### src/rtl/wb_arbiter_pkg.sv
// wb_arbiter_pkg: shared widths and grant source enum for the write-back arbiter
package wb_arbiter_pkg;
  localparam int REG_ADDR_W = 5;
  localparam int XLEN = 32;
  typedef enum logic {GRANT_ALU, GRANT_LSU} grant_src_t;
endpackage

### src/rtl/wb_arbiter_if.sv
// wb_arbiter_if: requester, issue and regfile write-port signals of the write-back arbiter
interface wb_arbiter_if
  import wb_arbiter_pkg::*;
#(
  parameter int XLEN = wb_arbiter_pkg::XLEN,
  parameter int AW = REG_ADDR_W
);
  logic alu_valid, alu_ready;
  logic [AW-1:0] alu_rd;
  logic [XLEN-1:0] alu_data;
  logic lsu_valid, lsu_ready;
  logic [AW-1:0] lsu_rd;
  logic [XLEN-1:0] lsu_data;
  logic iss_valid, iss_long, iss_stall;
  logic [AW-1:0] iss_rd, iss_rs1, iss_rs2;
  logic rf_we;
  logic [AW-1:0] rf_rd_addr;
  logic [XLEN-1:0] rf_w_data;
  logic sb_err;
  modport slave (
    input alu_valid, alu_rd, alu_data, lsu_valid, lsu_rd, lsu_data,
    input iss_valid, iss_long, iss_rd, iss_rs1, iss_rs2,
    output alu_ready, lsu_ready, iss_stall, rf_we, rf_rd_addr, rf_w_data, sb_err
  );
  modport master (
    output alu_valid, alu_rd, alu_data, lsu_valid, lsu_rd, lsu_data,
    output iss_valid, iss_long, iss_rd, iss_rs1, iss_rs2,
    input alu_ready, lsu_ready, iss_stall, rf_we, rf_rd_addr, rf_w_data, sb_err
  );
endinterface

### src/rtl/wb_scoreboard.sv
// wb_scoreboard: busy bits for outstanding long-latency destinations, hazard stall and sticky error
module wb_scoreboard
  import wb_arbiter_pkg::*;
#(
  parameter int NREG = 32
) (
  input  logic                  clk,
  input  logic                  reset,
  input  logic                  iss_valid,
  input  logic                  iss_long,
  input  logic [REG_ADDR_W-1:0] iss_rd,
  input  logic [REG_ADDR_W-1:0] iss_rs1,
  input  logic [REG_ADDR_W-1:0] iss_rs2,
  input  logic                  lsu_xfer,
  input  logic [REG_ADDR_W-1:0] lsu_rd,
  output logic                  iss_stall,
  output logic                  sb_err
);
  logic [NREG-1:0] busy, set_v, clr_v;
  assign iss_stall = iss_valid && (busy[iss_rs1] || busy[iss_rs2] || busy[iss_rd]);
  assign set_v = (iss_valid && iss_long && !iss_stall && iss_rd != '0) ? NREG'(1) << iss_rd : '0;
  assign clr_v = lsu_xfer ? NREG'(1) << lsu_rd : '0;
  // set on long issue, clear on LSU write-back; x0 never busy; flag writes to non-busy regs
  always_ff @(posedge clk or negedge reset)
    if (!reset) begin
      busy <= '0;
      sb_err <= 1'b0;
    end else begin
      busy <= ((busy & ~clr_v) | set_v) & ~NREG'(1);
      sb_err <= sb_err || (lsu_xfer && lsu_rd != '0 && !busy[lsu_rd]);
    end
endmodule

### src/rtl/wb_arbiter.sv
// wb_arbiter: round-robin sharing of the regfile write port between ALU and LSU write-back
module wb_arbiter
  import wb_arbiter_pkg::*;
#(
  parameter int XLEN = wb_arbiter_pkg::XLEN,
  parameter int NREG = 32
) (
  input logic         clk,
  input logic         reset,
  wb_arbiter_if.slave bus
);
  grant_src_t last_grant;
  logic [REG_ADDR_W-1:0] w_rd;
  logic [XLEN-1:0] w_data;
  assign bus.alu_ready = reset && bus.alu_valid && (!bus.lsu_valid || last_grant == GRANT_LSU);
  assign bus.lsu_ready = reset && bus.lsu_valid && !bus.alu_ready;
  assign w_rd = bus.alu_ready ? bus.alu_rd : bus.lsu_rd;
  assign w_data = bus.alu_ready ? bus.alu_data : bus.lsu_data;
  // remember the last winner so ties alternate
  always_ff @(posedge clk or negedge reset)
    if (!reset) last_grant <= GRANT_LSU;
    else if (bus.alu_ready) last_grant <= GRANT_ALU;
    else if (bus.lsu_ready) last_grant <= GRANT_LSU;
  // register the granted write one cycle after the handshake; x0 writes are swallowed
  always_ff @(posedge clk or negedge reset)
    if (!reset) begin
      bus.rf_we <= 1'b0;
      bus.rf_rd_addr <= '0;
      bus.rf_w_data <= '0;
    end else begin
      bus.rf_we <= (bus.alu_ready || bus.lsu_ready) && w_rd != '0;
      if ((bus.alu_ready || bus.lsu_ready) && w_rd != '0) begin
        bus.rf_rd_addr <= w_rd;
        bus.rf_w_data <= w_data;
      end
    end
  wb_scoreboard #(.NREG(NREG)) u_sb (
    .clk(clk),
    .reset(reset),
    .iss_valid(bus.iss_valid),
    .iss_long(bus.iss_long),
    .iss_rd(bus.iss_rd),
    .iss_rs1(bus.iss_rs1),
    .iss_rs2(bus.iss_rs2),
    .lsu_xfer(bus.lsu_ready),
    .lsu_rd(bus.lsu_rd),
    .iss_stall(bus.iss_stall),
    .sb_err(bus.sb_err)
  );
endmodule

### src/flat_wrapper.sv
// flat-port wrapper written by rule: the top's interface ports become plain ports
module wb_arbiter_flat import wb_arbiter_pkg::*;
#(
  parameter int XLEN = wb_arbiter_pkg::XLEN,
  parameter int NREG = 32
)
  (clk, reset, bus_alu_valid, bus_alu_rd, bus_alu_data, bus_lsu_valid, bus_lsu_rd, bus_lsu_data, bus_iss_valid, bus_iss_long, bus_iss_rd, bus_iss_rs1, bus_iss_rs2, bus_alu_ready, bus_lsu_ready, bus_iss_stall, bus_rf_we, bus_rf_rd_addr, bus_rf_w_data, bus_sb_err);
  wb_arbiter_if #(.XLEN(XLEN)) bus_i ();
  input logic clk;
  input logic reset;
  input wire logic [$bits(bus_i.alu_valid)-1:0] bus_alu_valid;
  input wire logic [$bits(bus_i.alu_rd)-1:0] bus_alu_rd;
  input wire logic [$bits(bus_i.alu_data)-1:0] bus_alu_data;
  input wire logic [$bits(bus_i.lsu_valid)-1:0] bus_lsu_valid;
  input wire logic [$bits(bus_i.lsu_rd)-1:0] bus_lsu_rd;
  input wire logic [$bits(bus_i.lsu_data)-1:0] bus_lsu_data;
  input wire logic [$bits(bus_i.iss_valid)-1:0] bus_iss_valid;
  input wire logic [$bits(bus_i.iss_long)-1:0] bus_iss_long;
  input wire logic [$bits(bus_i.iss_rd)-1:0] bus_iss_rd;
  input wire logic [$bits(bus_i.iss_rs1)-1:0] bus_iss_rs1;
  input wire logic [$bits(bus_i.iss_rs2)-1:0] bus_iss_rs2;
  output wire logic [$bits(bus_i.alu_ready)-1:0] bus_alu_ready;
  output wire logic [$bits(bus_i.lsu_ready)-1:0] bus_lsu_ready;
  output wire logic [$bits(bus_i.iss_stall)-1:0] bus_iss_stall;
  output wire logic [$bits(bus_i.rf_we)-1:0] bus_rf_we;
  output wire logic [$bits(bus_i.rf_rd_addr)-1:0] bus_rf_rd_addr;
  output wire logic [$bits(bus_i.rf_w_data)-1:0] bus_rf_w_data;
  output wire logic [$bits(bus_i.sb_err)-1:0] bus_sb_err;
  assign bus_i.alu_valid = bus_alu_valid;
  assign bus_i.alu_rd = bus_alu_rd;
  assign bus_i.alu_data = bus_alu_data;
  assign bus_i.lsu_valid = bus_lsu_valid;
  assign bus_i.lsu_rd = bus_lsu_rd;
  assign bus_i.lsu_data = bus_lsu_data;
  assign bus_i.iss_valid = bus_iss_valid;
  assign bus_i.iss_long = bus_iss_long;
  assign bus_i.iss_rd = bus_iss_rd;
  assign bus_i.iss_rs1 = bus_iss_rs1;
  assign bus_i.iss_rs2 = bus_iss_rs2;
  assign bus_alu_ready = bus_i.alu_ready;
  assign bus_lsu_ready = bus_i.lsu_ready;
  assign bus_iss_stall = bus_i.iss_stall;
  assign bus_rf_we = bus_i.rf_we;
  assign bus_rf_rd_addr = bus_i.rf_rd_addr;
  assign bus_rf_w_data = bus_i.rf_w_data;
  assign bus_sb_err = bus_i.sb_err;
  wb_arbiter #(.XLEN(XLEN), .NREG(NREG)) u_core (.clk(clk), .reset(reset), .bus(bus_i));
endmodule
### config.mk
export PLATFORM = sky130hd
export DESIGN_NAME = wb_arbiter_flat
export DESIGN_NICKNAME = d
export VERILOG_FILES = /design/src/rtl/wb_arbiter_pkg.sv /design/src/rtl/wb_arbiter_if.sv /design/src/rtl/wb_scoreboard.sv /design/src/rtl/wb_arbiter.sv /design/src/flat_wrapper.sv
export SDC_FILE = /design/constraint.sdc
export NUM_CORES = 1
export LEC_CHECK = 0
export CORE_ASPECT_RATIO = 0.5
export CORE_MARGIN = 3
export CORE_UTILIZATION = 49
export CTS_CLUSTER_DIAMETER = 200
export DETAILED_ROUTE_END_ITERATION = 10
export PLACE_DENSITY = 0.81
export SETUP_SLACK_MARGIN = 0.02
export SLEW_MARGIN = 20
export SYNTH_ARGS = -nofsm -noshare
export SYNTH_HDL_FRONTEND = slang
export SYNTH_SLANG_ARGS = --single-unit
### constraint.sdc
create_clock -name clk -period 2.4 [get_ports clk]
set_input_delay 0.24 -clock clk [delete_from_list [all_inputs] [get_ports clk]]
set_output_delay 0.24 -clock clk [all_outputs]
set_load 0.005 [all_outputs]
==> impl_results.md, run 1 <==
- Status: finished with violations
- Area of the core: slightly above 0.009 mm²
- Layout cells sized above 1: 25.23%
- Final setup viols: 1
- Synth unique cells: between 40 and 50
- Inst Count DP: ~770
- Tcrit/Tclk final: 102.8%
- Slew Limit Headroom: between 60% and 70%
- CTS root buffer: clkbuf_16
- Worst path required time: 2160 ps
- Drt drc: 0
- Critical path buffer and inverter count: 3
- Detail Placement HPWL: 12580 µm
- Grt ovf: 0
- Initial drt markers: ~650
- Final core occ: 78.20%
- Pwr per Cell Area: 613.8 mW/mm²
- Final std cells w/o fill: roughly 800
- Sequential area share after synthesis: 37.01%
- Syn_area_per_cell: around 10 µm²
- Logic gate share of total power: 31.5%
- Max Slew Vio Count: 0
- Die Ht: 76.02 µm
- Initial Util: 52.81%
- CP Data Arrival Time: 2230 ps
- Htree depth: 3
- Worst-path clk slew: 60 ps
- Setup CP Type: in -> out
- Num CTS Buffers: 9
- Hold violation total from the final report: 0
- Clk_lat worst skew: 340 ps
- IO buf count: 136
- Synth Cell Area: 0.004805 mm²
- Post-synthesis async set-or-reset flop share: 100.0%
- Seq. cell area: 0.001778 mm²
- EDFF count, synth: 0
- Slowest CP cell: mux4_2
- Mapped Cells: 468
- First-pass GRT wire length: 27170 µm
- Max clock buf depth: 2
- Routed vias: 4936
- Crit-path cells: clkdlybuf4s50_1 > buf_6 > mux4_2 > a22oi_2 > a31o_2 > a21oi_4 > o31a_1 > buf_2
- Slew of the pin with the lowest slew margin: 506.1 ps
- Fmax: 0.4052 GHz
- RSZ-0062 raised after global routing: yes
- First drt pass iteration count: 5
- Initial antenna violation count: 1
- Worst Path Max Fanout: 6
- Critical path startpoint category: input pin
- Die width: 146.0 µm
- Post-Syn Nets: 563
- Area Growth Syn to Fin: 48.10%
- P_leak: 2.873 nW
- Clock skew: 2.880 ps
- GR Util All Layers: between 30% and 40%
- Antenna Nets Post-Route: 0
- Psw: between 1 and 1.5 mW
- Minimum clock period: between 2000 and 2500 ps
- Clock share of power: 33.8%
- Main flop type after synthesis: dfrtp_1
- CTS sink count: 71
- WL/cell: ~22 µm
- Max Cap Viol: 0
- I/O pin total: between 100 and 150
- VDD IR max: 0.3796 mV
- Vias in the first global route: 4922
- Pint: 3.078 mW
- Synth warn: 0
- Sequential Power Share: roughly a third
- PnR worst setup slack: -68.19 ps
- Footprint of the multi-input gates: 0.002831 mm²
- CTS tree: yes
- CP endpoint kind: output port
- Fillcell total: 593
- Tot Pwr: about 4.4 mW
- Die Area: 0.01110 mm²
- #FFs+latches synth: 71
- Final net count: 748
- Min-Delay Path Class: in -> async
- Family with the most delay on the worst path: buffers and inverters
- Max incr delay on CP: 510 ps
- # diodes: 0
- DR vias/cell: between 6 and 7
- Gpl congestion: 1.002
- Number of placement rows: 24
- Drt total wl: 17180 µm
- Switch share: slightly below 30%
- Failing checks: negative setup slack
- Largest net degree at the start of global routing: 61
repair_timing:
action                     4_1_cts  5_1_grt
cloned                           0        0
pin swaps                        4        3
buffers inserted                 2        0
gates resized for setup         10        5
setup endpoints to repair       22       33
hold buffers                     1        0
hold endpoints to repair        16        0
state kept, by name, indices dropped and copies added (netlist names):
register               cells
u_core.bus.rf_w_data      32
u_core.u_sb.busy          31
u_core.bus.rf_rd_addr      5
u_core.bus.rf_we           1
u_core.last_grant          1
u_core.u_sb.sb_err         1
power by group through the flow:
stage	registers, mW	logic (mW)	clock network [mW]
after floorplan	1.50	0.608	0
after global placement	1.51	1.29	0
after detailed placement	1.52	1.33	0
after CTS	1.50	1.35	1.50
after global routing	1.52	1.46	1.56
final	1.52	1.38	1.47
through the flow:
step | setup TNS (ps) | setup slack, ps | hold slack (ps) | cell area (µm²)
floorplan | 0 | 402.7 | -55.59 | 4805
global placement | -8965 | -528.6 | 143.9 | 6736
detailed placement | -10160 | -544.1 | 143.8 | 6736
CTS | -46.41 | -46.41 | 373.8 | 7094
global route | -114.3 | -114.3 | 346.7 | 7116
finish | -68.19 | -68.19 | 369.7 | 7116
Yosys cell counts (2+ instances only):
cell type / n / area, µm²
a21oi_1: 36 / 180.2
a221oi_1: 3 / 26.28
a22oi_1: 6 / 45.04
a31o_2: 2 / 17.52
and2_1: 2 / 12.51
and3b_1: 2 / 17.52
buf_1: 6 / 22.52
buf_2: 20 / 100.1
buf_6: 5 / 56.30
clkbuf_1: 13 / 48.80
dfrtp_1: 70 / 1752
inv_1: 2 / 7.510
mux2_2: 3 / 33.78
mux2i_1: 61 / 610.6
mux4_2: 21 / 473.0
nand2_1: 18 / 67.56
nand2b_1: 4 / 25.02
nand3_1: 8 / 40.04
nand3b_1: 8 / 60.06
nand4_1: 22 / 137.6
nand4b_1: 7 / 61.31
nor2_1: 49 / 183.9
nor2b_1: 8 / 50.05
nor3_1: 3 / 15.01
nor3b_1: 4 / 30.03
o21ai_0: 34 / 170.2
o22ai_1: 2 / 12.51
o31ai_2: 30 / 375.4
or4_1: 2 / 15.01
layer usage:
metal / GRT usage [%] / part of all wire [%] / vias to the layer above
li1: - / - / 2165
met5: 0 / 0.076 / -
met3: 10.58 / 12 / 93
met4: 11.73 / 4.4 / 2
met1: 38.18 / 37 / 2330
met2: 51.18 / 47 / 346
layout by cell type, fill, tap and decap left out, drive strengths merged, types with 3 or more instances in the layout:
cell	n
nor2	49
nor2b	8
a221oi	3
mux4	21
mux2i	61
nand3	8
nand2b	4
o21ai	34
a22oi	6
nor3	3
dfrtp	70
o31ai	31
a21oi	37
nand4b	7
nand4	22
clkdlybuf4s50	131
mux2	3
nor3b	4
nand2	18
buf	83
inv	3
nand3b	8
dlygate4sd2	3
clkbuf	11
final timing paths:
path	start	to	slack (ps)	depth (start not counted)
setup / recovery	bus_iss_rd[0]	bus_iss_stall	-70	8
max in group asynchronous	reset	u_core.u_sb.busy[23]$_DFF_PN0_	1410	3
setup reg to reg	u_core.u_sb.busy[2]$_DFF_PN0_	u_core.u_sb.busy[16]$_DFF_PN0_	110	6
min in group clk	u_core.u_sb.sb_err$_DFF_PN0_	u_core.u_sb.sb_err$_DFF_PN0_	470	1
hold / removal	reset	u_core.bus.rf_rd_addr[3]$_DFFE_PN0P_	370	2
hold reg to reg	u_core.u_sb.sb_err$_DFF_PN0_	u_core.u_sb.sb_err$_DFF_PN0_	470	1
kinds of logic after synthesis:
logic type             count (synthesis)  share of synthesized area [%]
buffers and inverters                 46                          4.896
multiplexers                          85                          23.26
AO/OA/AOI/OAI                        122                          18.85
AND/OR/NAND/NOR                      144                          15.99
flip-flops                            71                          37.01
layout make-up:
type                       instances  share of cell area, %
sequential                        71                  24.99
clock inverter                     5                  1.108
inverter                           2                 0.1055
timing repair buffer             218                  28.17
tap                              130                  2.286
multi-input combinational        351                  39.79
clock buffer                      11                  3.552
(Power assumes the default switching activity.)
==> run 2, diff against run 1 <==
CELL_PAD_IN_SITES_DETAIL_PLACEMENT = 0   (was not set)
CELL_PAD_IN_SITES_GLOBAL_PLACEMENT = 1   (was not set)
CORE_UTILIZATION = 37   (was 49)
PLACE_DENSITY = 0.8   (was 0.81)
RECOVER_POWER = 100   (was not set)
==> impl_results.md, run 2 (synthesis gave the netlist of run 1 again) <==
- Status: finished with violations
- Failing checks: negative setup slack
- Vias in the first global route: 4548 (-7.6%)
- Max reg flops: 32 (unchanged)
- CTS root buffer: clkbuf_16
- Pwr per Cell Area: 569.1 mW/mm² (-7.3%)
- CP Data Arrival Time: 2170 ps (-60 ps)
- Antenna Nets Post-Route: 0 (unchanged)
- Final Instance Area: 0.007063 mm² (-0.74%)
- Slew Limit Headroom: 6.119% (-60 points)
- Final setup viols: 1 (unchanged)
- Place WS: -563.7 ps (-19.57 ps)
- Final core occ: 57.77% (-20 points)
- Initial Util: 39.30% (-14 points)
- Largest register by flop count: u_core.bus.rf_w_data
- Clk_lat worst skew: 340 ps (about the same)
- GR Util All Layers: 22.65% (-8.4 points)
- Die Area: 0.01447 mm² (+30%)
- CP endpoint kind: output port
- I/O pin total: 137 (unchanged)
- Worst-path clk slew: 60 ps (about the same)
- Worst r2r path cells: 9 (+3)
- Die Ht: 86.58 µm (+14%)
- Worst path required time: 2160 ps (about the same)
- CTS sink count: 71 (unchanged)
- Critical path startpoint category: register
- Max clock buf depth: 2 (unchanged)
- Fillcell total: 1037 (+75%)
- Num CTS Buffers: 9 (unchanged)
- Most frequent cells in the layout: 88 x clkdlybuf4s50_1, 69 x buf_4, 68 x dfrtp_1, 61 x mux2i_1, 48 x nor2_1
- Minimum clock period: 2407 ps (-60.82 ps)
- Fmax: 0.4154 GHz (+2.5%)
- RR Endpoint: u_core.u_sb.busy[26]$_DFF_PN0_
- Worst Path Max Fanout: 5 (-1)
- Detail Placement HPWL: 12350 µm (-1.9%)
- # diodes: 0 (unchanged)
- Number of placement rows: 28 (+17%)
- Tcrit/Tclk final: 100.3% (-2.5 points)
- Slew of the pin with the lowest slew margin: 1408 ps (+902.1 ps)
- Area of the core: 0.01223 mm² (+34%)
- Max Cap Viol: 0 (unchanged)
- Die width: 167.2 µm (+14%)
- Tot Pwr: 4.019 mW (-8.0%)
- Layout cells sized above 1: 23.14% (-2.1 points)
- Inst Count DP: 799 (+3.9%)
- Htree depth: 3 (unchanged)
- First-pass GRT wire length: 25920 µm (-4.6%)
- Dpl cell area: 0.006755 mm² (+0.28%)
- RSZ-0062 raised after global routing: yes
- Flop2flop setup slack: 90 ps (-20 ps)
- P_leak: 2.819 nW (-1.9%)
- Drt total wl: 16310 µm (-5.1%)
- IO buf count: 136 (unchanged)
- Largest net degree at the start of global routing: 62 (+1.6%)
- Max Slew Vio Count: 0 (unchanged)
- Initial antenna violation count: 0 (-1)
- Final net count: 747 (-0.13%)
- Initial drt markers: 445 (-32%)
- Commonest non-fill, non-tap cell in the layout: clkdlybuf4s50_1
- DR vias/cell: 5.680 (-9.3%)
- Drt drc: 0 (unchanged)
- Min-Delay Path Class: in -> async
- VDD IR max: 0.3562 mV (-6.2%)
- Gpl congestion: 0.8971 (-10%)
- TNS Setup: -7.369 ps (+60.82 ps)
- Top Registers: u_core.bus.rf_w_data (32), u_core.u_sb.busy (31), u_core.bus.rf_rd_addr (5)
- Hold violation total from the final report: 0 (unchanged)
- Area Growth Syn to Fin: 47.01%
- First drt pass iteration count: 5 (unchanged)
- Clock skew: 5.534 ps (+2.654 ps)
- Final std cells w/o fill: 822 (+4.3%)
- Routed vias: 4669 (-5.4%)
- CTS tree: yes
- Grt ovf: 0 (unchanged)
- Worst hold slack: 459.6 ps (+90.00 ps)
- WL/cell: 19.84 µm (-9.0%)
- Origin of the critical flop-to-flop path: u_core.u_sb.busy[2]$_DFF_PN0_
- Setup CP Type: reg -> out
- PnR worst setup slack: -7.369 ps (+60.82 ps)
run 2: cell count changes in the layout (fill, tap and decap cells not counted), moves of 3 or more:
cell	before	now
clkdlybuf4s50_1	131	88
o31ai_2	30	19
buf_4	77	69
dlygate4sd3_1	1	42
o31ai_1	1	12
clkbuf_4	0	3
run 2: routing by layer:
metal / GRT usage [%] / vias up / share of wire [%]
met3: 6.105 / 25 / 9.1
met4: 4.603 / 0 / 1.5
met5: 0 / - / 0
met2: 36.50 / 229 / 46
li1: - / 2161 / -
met1: 31.24 / 2254 / 44
run 2: how the worst max path moves through the flow:
stage                                        from             to  depth (start not counted)
detailed placement                 bus_iss_rs1[1]  bus_iss_stall                          8
floorplan                          bus_iss_rs1[1]  bus_iss_stall                          7
CTS                 u_core.u_sb.busy[7]$_DFF_PN0_  bus_iss_stall                          6
finish              u_core.u_sb.busy[7]$_DFF_PN0_  bus_iss_stall                          6
global placement                   bus_iss_rs1[1]  bus_iss_stall                          8
global route        u_core.u_sb.busy[7]$_DFF_PN0_  bus_iss_stall                          6
run 2: final cells by class:
class / instances / area (µm²) / area share (%)
flip-flops and latches: 71 / 1780 / 25.21
inverters: 2 / 7.507 / 0.1063
clock buffers: 10 / 239.0 / 3.384
multi-input cells: 351 / 2779 / 39.34
clock inverters: 6 / 36.28 / 0.5137
repair buffers: 217 / 2014 / 28.52
well taps: 165 / 206.4 / 2.923
run 2: critical path: stages, from the launching register on:
cell and delay (ps):
dfrtp_2 460, mux4_2 490, a22oi_2 180, a31o_4 180, a21oi_4 40, o31a_1 330, buf_2 150
run 2: what timing repair did:
item / CTS / global route
setup endpoints to repair: 2 / 2
cloned: 0 / 1
pin swaps: 5 / 1
setup buffers: 3 / 1
hold buffers: 2 / 0
endpoints found under the hold margin: 15 / 0
resized for setup: 17 / 5
run 2: report_power, final:
part | switching (mW) | internal, mW
Clock | 0.527 | 0.722
Sequential | 0.135 | 1.37
Combinational | 0.575 | 0.692
==> run 3, diff against run 2 <==
CORE_MARGIN = not set   (was 3)
==> impl_results.md, run 3 (synthesis gave the netlist of run 1 again) <==
- Area Growth Syn to Fin: 46.51%
- Critical path startpoint category: input pin
- # diodes: 0 (unchanged)
- Commonest non-fill, non-tap cell in the layout: clkdlybuf4s50_1
- Pwr per Cell Area: 611.6 mW/mm² (+7.5%)
- Sequential Power Share: 34.8% (-2.6 points)
- P_leak: 2.781 nW (-1.4%)
- Worst Path Max Fanout: 11 (+6)
- WL/cell: 19.52 µm (-1.6%)
- Detail Placement HPWL: 12080 µm (-2.2%)
- Tcrit/Tclk final: 101.0% (+0.66 points)
- Area of the core: 0.01223 mm² (unchanged)
- Failing checks: negative setup slack
- Logic gate share of total power: 29.2% (-2.3 points)
- DR vias/cell: 5.584 (-1.7%)
- Number of placement rows: 28 (unchanged)
- Final std cells w/o fill: 815 (-0.85%)
- Layout cells sized above 1: 21.08% (-2.1 points)
- Drt total wl: 15910 µm (-2.5%)
- Switch share: 28.10% (-2.7 points)
- Fillcell total: 1061 (+2.3%)
- Most frequent cells in the layout: 91 x clkdlybuf4s50_1, 68 x dfrtp_1, 64 x buf_4, 60 x mux2i_1, 48 x nor2_1
- Footprint of the multi-input gates: 0.002731 mm² (-1.7%)
- IO buf count: 136 (unchanged)
- Die Area: 0.01347 mm² (-6.9%)
- VDD IR max: 0.3408 mV (-4.3%)
- CTS tree: yes
- Antenna Nets Post-Route: 0 (unchanged)
- Setup CP Type: in -> out
- Largest net degree at the start of global routing: 75 (+21%)
- Initial Util: 39.30% (unchanged)
- First-pass GRT wire length: 23660 µm (-8.7%)
- Hold violation total from the final report: 0 (unchanged)
- Seq. cell area: 0.001780 mm² (unchanged)
- Slew Limit Headroom: 17.04% (+11 points)
- Largest register by flop count: u_core.bus.rf_w_data
- Place WS: -537.3 ps (+26.36 ps)
- Top Registers: u_core.bus.rf_w_data (32), u_core.u_sb.busy (31), u_core.bus.rf_rd_addr (5)
- Initial drt markers: 483 (+8.5%)
- Status: finished with violations
- GR Util All Layers: 23.35% (+0.70 points)
- Psw: 1.210 mW (-2.2%)
- Max reg flops: 32 (unchanged)
- Minimum clock period: 2423 ps (+15.90 ps)
- Die Ht: 82.58 µm (-4.6%)
- First drt pass iteration count: 6 (+1)
- Max Slew Vio Count: 0 (unchanged)
- Clock skew: 5.240 ps (-0.2935 ps)
- Num CTS Buffers: 9 (unchanged)
- Final net count: 740 (-0.94%)
- CTS root buffer: clkbuf_16
- Initial antenna violation count: 0 (unchanged)
- RSZ-0062 raised after global routing: yes
- Worst-path clk slew: 60 ps (about the same)
- CP endpoint kind: output port
- Drt drc: 0 (unchanged)
- Min-Delay Path Class: in -> reg
- Die width: 163.2 µm (-2.4%)
- Pint: 3.095 mW (+11%)
- Clk_lat worst skew: 330 ps (about the same)
- PnR worst setup slack: -23.27 ps (-15.90 ps)
- Clock share of power: 36.0% (+4.9 points)
- I/O pin total: 137 (unchanged)
- Inst Count DP: 795 (-0.50%)
- Final setup viols: 1 (unchanged)
- Worst path required time: 2160 ps (about the same)
- CTS sink count: 71 (unchanged)
- Grt ovf: 0 (unchanged)
- Htree depth: 3 (unchanged)
- Slew of the pin with the lowest slew margin: 1244 ps (-163.9 ps)
- Max Cap Viol: 0 (unchanged)
- Max clock buf depth: 2 (unchanged)
- Fmax: 0.4127 GHz (-0.66%)
- Vias in the first global route: 4315 (-5.1%)
- CP Data Arrival Time: 2180 ps (about the same)
- Final core occ: 57.57% (-0.19 points)
- Gpl congestion: 0.9036 (+0.72%)
- Routed vias: 4551 (-2.5%)
run 3: changes by cell type in the layout (fill, tap and decap cells not counted), moves of 2 or more:
| cell | delta |
|---|---|
| buf_2 | +2 |
| clkdlybuf4s50_1 | +3 |
| dlygate4sd2_1 | -2 |
| a221oi_2 | +2 |
| o31ai_2 | -10 |
| clkinv_2 | -4 |
| bufinv_16 | +3 |
| dlygate4sd3_1 | -2 |
| o31ai_1 | +10 |
| buf_4 | -5 |
| a221oi_1 | -2 |
| clkbuf_4 | -3 |
run 3: final cells by class:
type | instances | area share, %
clock buffers | 11 | 3.448
inverters | 2 | 0.1066
repair buffers | 210 | 27.92
flip-flops and latches | 71 | 25.29
well taps | 165 | 2.933
clock inverters | 5 | 1.493
multi-input cells | 351 | 38.80
run 3: routing by layer:
metal / global-route usage [%] / wire length (µm) / part of all wire (%) / up-vias
met1: 31.47 / 7188 / 45 / 2185
met4: 5.514 / 161 / 1.0 / 0
li1: - / - / - / 2137
met2: 37.50 / 7103 / 45 / 210
met3: 6.244 / 1452 / 9.1 / 19
met5: 0 / 0 / 0 / -
run 3: stage by stage:
step / TNS (ps) / instance area [µm²] / hold WS [ps] / total power, mW
CTS: -38.78 / 7111 / 485.5 / 4.381
detailed placement: -10840 / 6738 / 260.0 / 2.822
floorplan: 0 / 4805 / -55.59 / 2.110
finish: -23.27 / 7039 / 367.0 / 4.305
global route: -520.6 / 7039 / 371.7 / 4.500
global placement: -9888 / 6738 / 260.4 / 2.809
run 3: worst paths after layout:
path	startpoint	end	slack (ps)	cells past startpoint
worst max register to register	u_core.u_sb.busy[15]$_DFF_PN0_	u_core.u_sb.busy[16]$_DFF_PN0_	140	6
max in group asynchronous	reset	u_core.u_sb.busy[6]$_DFF_PN0_	300	4
worst min-delay path	bus_iss_rd[0]	u_core.u_sb.busy[13]$_DFF_PN0_	370	4
worst max-delay path	bus_iss_rs2[2]	bus_iss_stall	-20	8
worst min register to register	u_core.u_sb.sb_err$_DFF_PN0_	u_core.u_sb.sb_err$_DFF_PN0_	480	1
min in group asynchronous	reset	u_core.bus.rf_rd_addr[0]$_DFFE_PN0P_	550	3
run 3: critical path, stage by stage:
cell	delay [ps]
clkdlybuf4s50_1	460
buf_4	180
mux2_2	370
a221oi_2	230
or4_1	160
nand2_1	80
o31a_1	310
buf_2	140
run 3: what timing repair did:
item,CTS,global route
resized for setup,9,10
setup endpoints to repair,32,3
pin swaps,4,3
buffers inserted,1,1
cloned,0,1
hold buffers,1,0
endpoints found under the hold margin,18,0
run 3: power groups by stage:
stage / clock network, mW / logic [mW] / registers (mW)
2_1_floorplan: 0 / 0.608 / 1.50
3_3_place_gp: 0 / 1.29 / 1.52
3_5_place_dp: 0 / 1.31 / 1.52
4_1_cts: 1.57 / 1.32 / 1.50
5_1_grt: 1.63 / 1.35 / 1.51
6_report: 1.55 / 1.26 / 1.50
